===== config.mk =====
export PLATFORM = sky130hd
export DESIGN_NAME = jt51_pg_acc_flat
export DESIGN_NICKNAME = d
export VERILOG_FILES = /design/src/rtl/jt51_pg_pkg.sv /design/src/rtl/jt51_pg_acc_if.sv /design/src/rtl/jt51_pg_step.sv /design/src/rtl/jt51_pg_acc.sv /design/src/flat_wrapper.sv
export SDC_FILE = /design/constraint.sdc
export NUM_CORES = 2
export LEC_CHECK = 0
export ABC_AREA = 1
export ABC_CLOCK_PERIOD_IN_PS = 36500
export BUFFER_PORTS_ARGS = -buffer_cell sky130_fd_sc_hd__buf_2
export CORE_MARGIN = 2
export CORE_UTILIZATION = 50
export CTS_CLUSTER_SIZE = 25
export DETAILED_ROUTE_END_ITERATION = 16
export HOLD_SLACK_MARGIN = 0.15
export PLACE_DENSITY = 0.66
export SYNTH_ARGS = -nofsm -noshare
export SYNTH_HDL_FRONTEND = slang
export SYNTH_SLANG_ARGS = --single-unit

===== constraint.sdc =====
create_clock -name clk -period 36.5 [get_ports clk]
set_clock_uncertainty 0.2 [all_clocks]
set_input_delay 1.825 -clock clk [delete_from_list [all_inputs] [get_ports clk]]
set_output_delay 1.825 -clock clk [all_outputs]
set_load 0.05 [all_outputs]

===== src/rtl/jt51_pg_pkg.sv =====
// Shared defaults and helpers for the phase generator accumulator.
package jt51_pg_pkg;
  localparam int SLOTS_DEF = 32;
  localparam int PHW_DEF   = 20;
  localparam int OUTW_DEF  = 10;
  localparam int MULW_DEF  = 4;

  typedef enum logic [1:0] {
    OP_ADD  = 2'd0,
    OP_HOLD = 2'd1,
    OP_LOAD = 2'd2,
    OP_CLR  = 2'd3
  } pg_op_t;

  function automatic int slot_w(input int slots);
    return (slots < 2) ? 1 : $clog2(slots);
  endfunction

  // Key-on clear beats preset, preset beats freeze.
  function automatic pg_op_t pg_op(input logic clr, input logic ld, input logic hd);
    if (clr) return OP_CLR;
    if (ld)  return OP_LOAD;
    if (hd)  return OP_HOLD;
    return OP_ADD;
  endfunction
endpackage


===== src/rtl/jt51_pg_acc_if.sv =====
// Sample-side inputs and phase outputs of the accumulator.
interface jt51_pg_acc_if
  import jt51_pg_pkg::*;
#(
  parameter int SLOTS = SLOTS_DEF,
  parameter int PHW   = PHW_DEF,
  parameter int OUTW  = OUTW_DEF,
  parameter int MULW  = MULW_DEF
);
  localparam int SW = slot_w(SLOTS);

  logic            cen;
  logic            zero;
  logic [PHW-3:0]  base_in;
  logic [4:0]      dt_off;
  logic            dt_en;
  logic            dt_neg;
  logic [MULW-1:0] mul;
  logic            pg_rst;
  logic            hold;
  logic            load;
  logic [PHW-1:0]  load_val;
  logic [OUTW-1:0] phase_out;
  logic [PHW-1:0]  step_out;
  logic [SW-1:0]   slot_out;
  logic            valid;

  modport master (
    output cen, zero, base_in, dt_off, dt_en, dt_neg, mul,
           pg_rst, hold, load, load_val,
    input  phase_out, step_out, slot_out, valid
  );

  modport slave (
    input  cen, zero, base_in, dt_off, dt_en, dt_neg, mul,
           pg_rst, hold, load, load_val,
    output phase_out, step_out, slot_out, valid
  );
endinterface


===== src/rtl/jt51_pg_step.sv =====
// Detune then frequency multiply; two registered stages, step valid 2 cen cycles after sampling.
module jt51_pg_step
  import jt51_pg_pkg::*;
#(
  parameter int PHW  = PHW_DEF,
  parameter int MULW = MULW_DEF
) (
  input  logic            clk,
  input  logic            rst,
  input  logic            cen,
  input  logic [PHW-3:0]  base_in,
  input  logic [4:0]      dt_off,
  input  logic            dt_en,
  input  logic            dt_neg,
  input  logic [MULW-1:0] mul,
  output logic [PHW-1:0]  step
);
  logic [PHW-1:0]  base_ext;
  logic [PHW-1:0]  off_ext;
  logic [PHW-1:0]  d_nx;
  logic [PHW-1:0]  d_q;
  logic [MULW-1:0] mul_q;
  logic [PHW-1:0]  prod;

  always_comb begin
    base_ext = {2'b00, base_in};
    off_ext  = {{(PHW-5){1'b0}}, dt_off};
    d_nx     = base_ext;
    if (dt_en) d_nx = dt_neg ? (base_ext - off_ext) : (base_ext + off_ext);
  end

  // Product kept at PHW bits: the multiply result is truncated by definition.
  assign prod = d_q * {{(PHW-MULW){1'b0}}, mul_q};

  always_ff @(posedge clk or posedge rst) begin
    if (rst) begin
      d_q   <= '0;
      mul_q <= '0;
      step  <= '0;
    end else if (cen) begin
      d_q   <= d_nx;
      mul_q <= mul;
      step  <= (mul_q == '0) ? {1'b0, d_q[PHW-1:1]} : prod;
    end
  end
endmodule


===== src/rtl/jt51_pg_acc.sv =====
// Time-multiplexed phase accumulator: slot counter, per-slot phase store, latency 3 cen cycles.
module jt51_pg_acc
  import jt51_pg_pkg::*;
#(
  parameter int SLOTS = SLOTS_DEF,
  parameter int PHW   = PHW_DEF,
  parameter int OUTW  = OUTW_DEF,
  parameter int MULW  = MULW_DEF
) (
  input logic clk,
  input logic rst,
  jt51_pg_acc_if.slave bus
);
  localparam int SW = $clog2(SLOTS);
  localparam logic [SW-1:0] LAST = SW'(SLOTS - 1);

  logic [SW-1:0]  cnt;
  logic [SW-1:0]  slot_in;
  logic           seen;

  logic [SW-1:0]  s1_slot, s2_slot;
  pg_op_t         s1_op, s2_op;
  logic [PHW-1:0] s1_lv, s2_lv;
  logic           s1_vld, s2_vld;

  logic [PHW-1:0] step;
  logic [PHW-1:0] ph_mem [SLOTS];
  logic [PHW-1:0] ph_cur;
  logic [PHW-1:0] ph_nx;

  jt51_pg_step #(
    .PHW  (PHW),
    .MULW (MULW)
  ) u_step (
    .clk     (clk),
    .rst     (rst),
    .cen     (bus.cen),
    .base_in (bus.base_in),
    .dt_off  (bus.dt_off),
    .dt_en   (bus.dt_en),
    .dt_neg  (bus.dt_neg),
    .mul     (bus.mul),
    .step    (step)
  );

  // cnt holds the slot of the sample currently on the inputs; zero overrides it.
  assign slot_in = bus.zero ? '0 : cnt;

  always_ff @(posedge clk or posedge rst) begin
    if (rst) begin
      cnt     <= '0;
      seen    <= 1'b0;
      s1_slot <= '0;
      s1_op   <= OP_ADD;
      s1_lv   <= '0;
      s1_vld  <= 1'b0;
      s2_slot <= '0;
      s2_op   <= OP_ADD;
      s2_lv   <= '0;
      s2_vld  <= 1'b0;
    end else if (bus.cen) begin
      cnt     <= (slot_in == LAST) ? '0 : slot_in + 1'b1;
      seen    <= seen | bus.zero;
      s1_slot <= slot_in;
      s1_op   <= pg_op(bus.pg_rst, bus.load, bus.hold);
      s1_lv   <= bus.load_val;
      s1_vld  <= seen | bus.zero;
      s2_slot <= s1_slot;
      s2_op   <= s1_op;
      s2_lv   <= s1_lv;
      s2_vld  <= s1_vld;
    end
  end

  assign ph_cur = ph_mem[s2_slot];

  always_comb begin
    ph_nx = ph_cur + step;
    case (s2_op)
      OP_CLR:  ph_nx = '0;
      OP_LOAD: ph_nx = s2_lv;
      OP_HOLD: ph_nx = ph_cur;
      default: ph_nx = ph_cur + step;
    endcase
  end

  // Each slot is revisited only every SLOTS samples, so read and write-back never collide.
  always_ff @(posedge clk or posedge rst) begin
    if (rst) begin
      for (int i = 0; i < SLOTS; i++) ph_mem[i] <= '0;
      bus.phase_out <= '0;
      bus.step_out  <= '0;
      bus.slot_out  <= '0;
      bus.valid     <= 1'b0;
    end else if (bus.cen) begin
      ph_mem[s2_slot] <= ph_nx;
      bus.phase_out   <= ph_nx[PHW-1 -: OUTW];
      bus.step_out    <= step;
      bus.slot_out    <= s2_slot;
      bus.valid       <= bus.valid | s2_vld;
    end
  end
endmodule


===== src/flat_wrapper.sv =====
// flat-port wrapper written by rule: the top's interface ports become plain ports
module jt51_pg_acc_flat import jt51_pg_pkg::*;
#(
  parameter int SLOTS = SLOTS_DEF,
  parameter int PHW   = PHW_DEF,
  parameter int OUTW  = OUTW_DEF,
  parameter int MULW  = MULW_DEF
)
  (clk, rst, bus_cen, bus_zero, bus_base_in, bus_dt_off, bus_dt_en, bus_dt_neg, bus_mul, bus_pg_rst, bus_hold, bus_load, bus_load_val, bus_phase_out, bus_step_out, bus_slot_out, bus_valid);
  jt51_pg_acc_if #(.SLOTS(SLOTS), .PHW(PHW), .OUTW(OUTW), .MULW(MULW)) bus_i ();
  input logic clk;
  input logic rst;
  input wire logic [$bits(bus_i.cen)-1:0] bus_cen;
  input wire logic [$bits(bus_i.zero)-1:0] bus_zero;
  input wire logic [$bits(bus_i.base_in)-1:0] bus_base_in;
  input wire logic [$bits(bus_i.dt_off)-1:0] bus_dt_off;
  input wire logic [$bits(bus_i.dt_en)-1:0] bus_dt_en;
  input wire logic [$bits(bus_i.dt_neg)-1:0] bus_dt_neg;
  input wire logic [$bits(bus_i.mul)-1:0] bus_mul;
  input wire logic [$bits(bus_i.pg_rst)-1:0] bus_pg_rst;
  input wire logic [$bits(bus_i.hold)-1:0] bus_hold;
  input wire logic [$bits(bus_i.load)-1:0] bus_load;
  input wire logic [$bits(bus_i.load_val)-1:0] bus_load_val;
  output wire logic [$bits(bus_i.phase_out)-1:0] bus_phase_out;
  output wire logic [$bits(bus_i.step_out)-1:0] bus_step_out;
  output wire logic [$bits(bus_i.slot_out)-1:0] bus_slot_out;
  output wire logic [$bits(bus_i.valid)-1:0] bus_valid;
  assign bus_i.cen = bus_cen;
  assign bus_i.zero = bus_zero;
  assign bus_i.base_in = bus_base_in;
  assign bus_i.dt_off = bus_dt_off;
  assign bus_i.dt_en = bus_dt_en;
  assign bus_i.dt_neg = bus_dt_neg;
  assign bus_i.mul = bus_mul;
  assign bus_i.pg_rst = bus_pg_rst;
  assign bus_i.hold = bus_hold;
  assign bus_i.load = bus_load;
  assign bus_i.load_val = bus_load_val;
  assign bus_phase_out = bus_i.phase_out;
  assign bus_step_out = bus_i.step_out;
  assign bus_slot_out = bus_i.slot_out;
  assign bus_valid = bus_i.valid;
  jt51_pg_acc #(.SLOTS(SLOTS), .PHW(PHW), .OUTW(OUTW), .MULW(MULW)) u_core (.clk(clk), .rst(rst), .bus(bus_i));
endmodule

==> metrics.md <==
| Metric | Value |
|---|---|
| Status | `finished, final reports clean` |
| Initial antenna violation count | `8` |
| Setup TNS | `0 ns` |
| Clock Tree Root | `clkbuf_16` |
| TritonCTS Buffers | `85` |
| Row count | `102` |
| Worst Max-Slew Pin Slew | `1.394 ns` |
| Async SR Flop Fraction | `1.000` |
| Critical Path Fanout Max | `62` |
| Post-route ant nets | `0` |
| Post-cts hold buffer count | `0` |
| Post-detailed-route DRC marker count | `0` |
| Die height | `284.0 um` |
| Worst r2r src | `u_core.s2_slot[0]` |
| Synth top area share | `0.4985` |
| Syn Std Cell Area | `39210 um2` |
| Most used cell along the critical path | `nand2_1` |
| Nets | `5244` |
| Top post-synthesis cells by area | `dfrtp_1 50%, nand2_1 27%, a22oi_1 5.8%` |
| Hold endpoint | `u_core.s2_lv[12]` |
| HP Start | `u_core.s1_lv[12]` |
| # port buffers | `91` |
| Post-CTS setup buffers | `0` |
| CP Cell Sequence | `nand2_1 > inv_6 > buf_4 > buf_4 > a22oi_1 > a21oi_1 > or2_1 > nor2_1 > nand2_1 > ha_1 > inv_1 > fa_1 > o21ai_0 > nand2_1 > nand2_1 > nand2_1 > nand2_1 > nand2_1 > nand2_1 > nand2_1 > nand3_1 > nand3_2 > nand2_1 > nand2_1` |
| FF-to-FF End | `u_core.ph_mem[612]` |
| Final Setup Violations | `0` |
| Maximum vdd drop | `0.04472 mV` |
| CP arrival | `7.25 ns` |
| Num ports | `92` |
| Vias | `34594` |
| GP Congestion | `0.9508` |
| CTS sink count | `781` |
| Util after Layout | `0.5551` |
| Crit start category | `flop` |
| Syn avg cell area | `7.596 um2` |
| First-pass GRT wire length | `198900 um` |
| Syn_nets | `5304` |
| Initial Utilization | `0.5053` |
| Count leader, synth | `nand2_1` |
| Min-Delay Path Class | `reg -> reg` |
| Total GRT Usage | `0.3173` |
| Synth warn | `0` |
| Share of post-route cells with drive strength above 1 | `0.06764` |
| Post-Route WL | `128100 um` |
| Vias/cell | `5.576` |
| CP top delay family | `simple AND/OR/NAND/NOR gates` |
| Clock Tree Buf Depth | `3` |
| Vias in the first global route | `32971` |
| Hold depth | `2` |
| Final min period | `6.923 ns` |
| Crit path required time | `36.83 ns` |
| Crit Path Category | `reg -> reg` |
| Sequential fraction of the synthesis area | `0.4985` |
| Buf/Inv on CP | `4` |
| Maxcap violations | `0` |
| Slew Limit Fails | `0` |
| Yosys reg bits | `781` |
| Placed Instances | `6054` |
| Delay of the slowest cell on the worst path | `0.91 ns` |
| Final hold slack | `0.2584 ns` |
| DRT Pass-1 Iters | `6` |
| RSZ-0062 raised after global routing | `false` |
| Top FF cell, synth | `dfrtp_1` |
| Worst-skew pair later-pin latency | `0.65 ns` |
| Placed Area | `40300 um2` |
| Initial DRC count | `3979` |
| EDFF count, synth | `0` |
| Area added between synthesis and finish | `9.874%` |
| CTS H-tree lvls | `3` |
| CTS tree | `built` |
| Die width | `284.0 um` |
| Commonest cells in the synthesized netlist | `2801 x nand2_1, 781 x dfrtp_1, 305 x a22oi_1` |
| Pwr/cell area | `61.91 nW/um2` |
| Core area | `77590 um2` |
| Die ar. | `80670 um2` |
| Drt wl/cell | `20.65 um` |
| P_leak | `23.90 nW` |
| Cell accounting for the most synthesized area | `dfrtp_1` |
| CP max stage cell | `dfrtp_1` |
| Synthesized instance count | `5161` |
| Final worst-path cycle share | `0.1897` |
| Worst reg2reg setup slack | `29.58 ns` |
| Largest net degree at the start of global routing | `130` |
| Resized Gates After CTS | `0` |
| FILL cells | `7446` |
| Synth cell types | `40` |
| Post-DP HPWL | `81430 um` |
| Cell Count, Final, Fillers Out | `6204` |
| R2R depth | `24` |
| Critical Path Sink Type | `flop` |
| GRT overflow | `0` |
| Clock transition at path regs | `0.06 ns` |
| Design area | `43080 um2` |
| Final hold violation count | `0` |
| Fmax | `144.5 MHz` |
| Slew HR | `0.06721` |
[worst min-delay path, stage by stage (launching register included)]
cell,delay [ns]
dfrtp_1,0.34
nand2_1,0.05
nand2_1,0.05
[sequential cells by signal (all words and copies together) (netlist names)]
name                  flops
u_core.bus.step_out      20
u_core.s2_lv             20
u_core.ph_mem           640
u_core.bus.phase_out     10
u_core.seen               1
u_core.s2_vld             1
u_core.bus.slot_out       5
u_core.u_step.d_q        20
u_core.s1_slot            5
u_core.s1_op              2
u_core.s1_lv             20
u_core.cnt                5
u_core.u_step.step       20
u_core.s2_op              2
u_core.bus.valid          1
u_core.u_step.mul_q       4
u_core.s2_slot            5
[per-layer routing]
metal	GRT usage	share of wire
met5	0	0.00039
met4	0.1584	0.053
met3	0.06109	0.086
met2	0.4892	0.45
met1	0.4300	0.41
[power by group]
group / leakage, nW / total (W) / internal, W / switching [W]
Clock: 1.34 / 0.000864 / 0.000504 / 0.000360
Sequential: 10.6 / 0.00106 / 0.000976 / 0.0000839
Combinational: 12.0 / 0.000743 / 0.000191 / 0.000552
[cell type report]
class                   count  area, um2  area share
clock buffers             127       2519     0.05847
repair buffers            177       1104     0.02562
well taps                1040       1301     0.03021
diodes                      4      10.01   0.0002324
flip-flops and latches    781      19540      0.4537
multi-input cells        3793      17350      0.4028
inverters                 263       1002     0.02327
clock inverters            19      245.2    0.005693
[how the worst max path moves through the flow]
stage	start	endpoint	slack (ns)	cells past startpoint
global placement	u_core.s2_slot[0]	u_core.bus.phase_out[6]	29.98	24
floorplan	rst	u_core.bus.phase_out[0]	12.55	1
CTS	u_core.s2_slot[0]	u_core.ph_mem[612]	29.79	24
finish	u_core.s2_slot[0]	u_core.ph_mem[612]	29.58	24
global route	u_core.s2_slot[0]	u_core.ph_mem[152]	29.12	24
detailed placement	u_core.s2_slot[0]	u_core.ph_mem[252]	29.84	24
[placed cells by master, fill, tap and decap left out, types with 8 or more instances in the layout]
| cell | instances |
|---|---|
| clkbuf_8 | 17 |
| buf_2 | 90 |
| dfrtp_1 | 781 |
| clkbuf_16 | 88 |
| xor2_1 | 10 |
| nand4_1 | 15 |
| ha_1 | 51 |
| nand3_1 | 66 |
| a22oi_1 | 305 |
| or2_2 | 23 |
| nand3b_1 | 9 |
| nand2_1 | 2800 |
| inv_1 | 258 |
| clkbuf_1 | 22 |
| a21oi_1 | 135 |
| buf_4 | 87 |
| nor2_1 | 162 |
| o211ai_1 | 8 |
| or2_1 | 21 |
| fa_1 | 36 |
| o21ai_0 | 83 |
| nor3_1 | 10 |
[stage by stage]
stage / setup slack [ns] / power [W]
6_report: 29.58 / 0.002667
5_1_grt: 29.12 / 0.002792
4_1_cts: 29.79 / 0.002664
3_5_place_dp: 29.84 / 0.001800
3_3_place_gp: 29.98 / 0.001792
2_1_floorplan: 12.55 / 0.001538
[kinds of logic after synthesis]
| group | Yosys count | synth area share |
|---|---|---|
| and+or+nand+nor | 3125 | 0.3078 |
| buffers and inverters | 587 | 0.06092 |
| xor gates and xnor gates | 16 | 0.003574 |
| DFF | 781 | 0.4985 |
| adders and majority gates | 87 | 0.03466 |
| AOI/OAI and AO/OA | 565 | 0.09450 |
(Power assumes the default switching activity.)
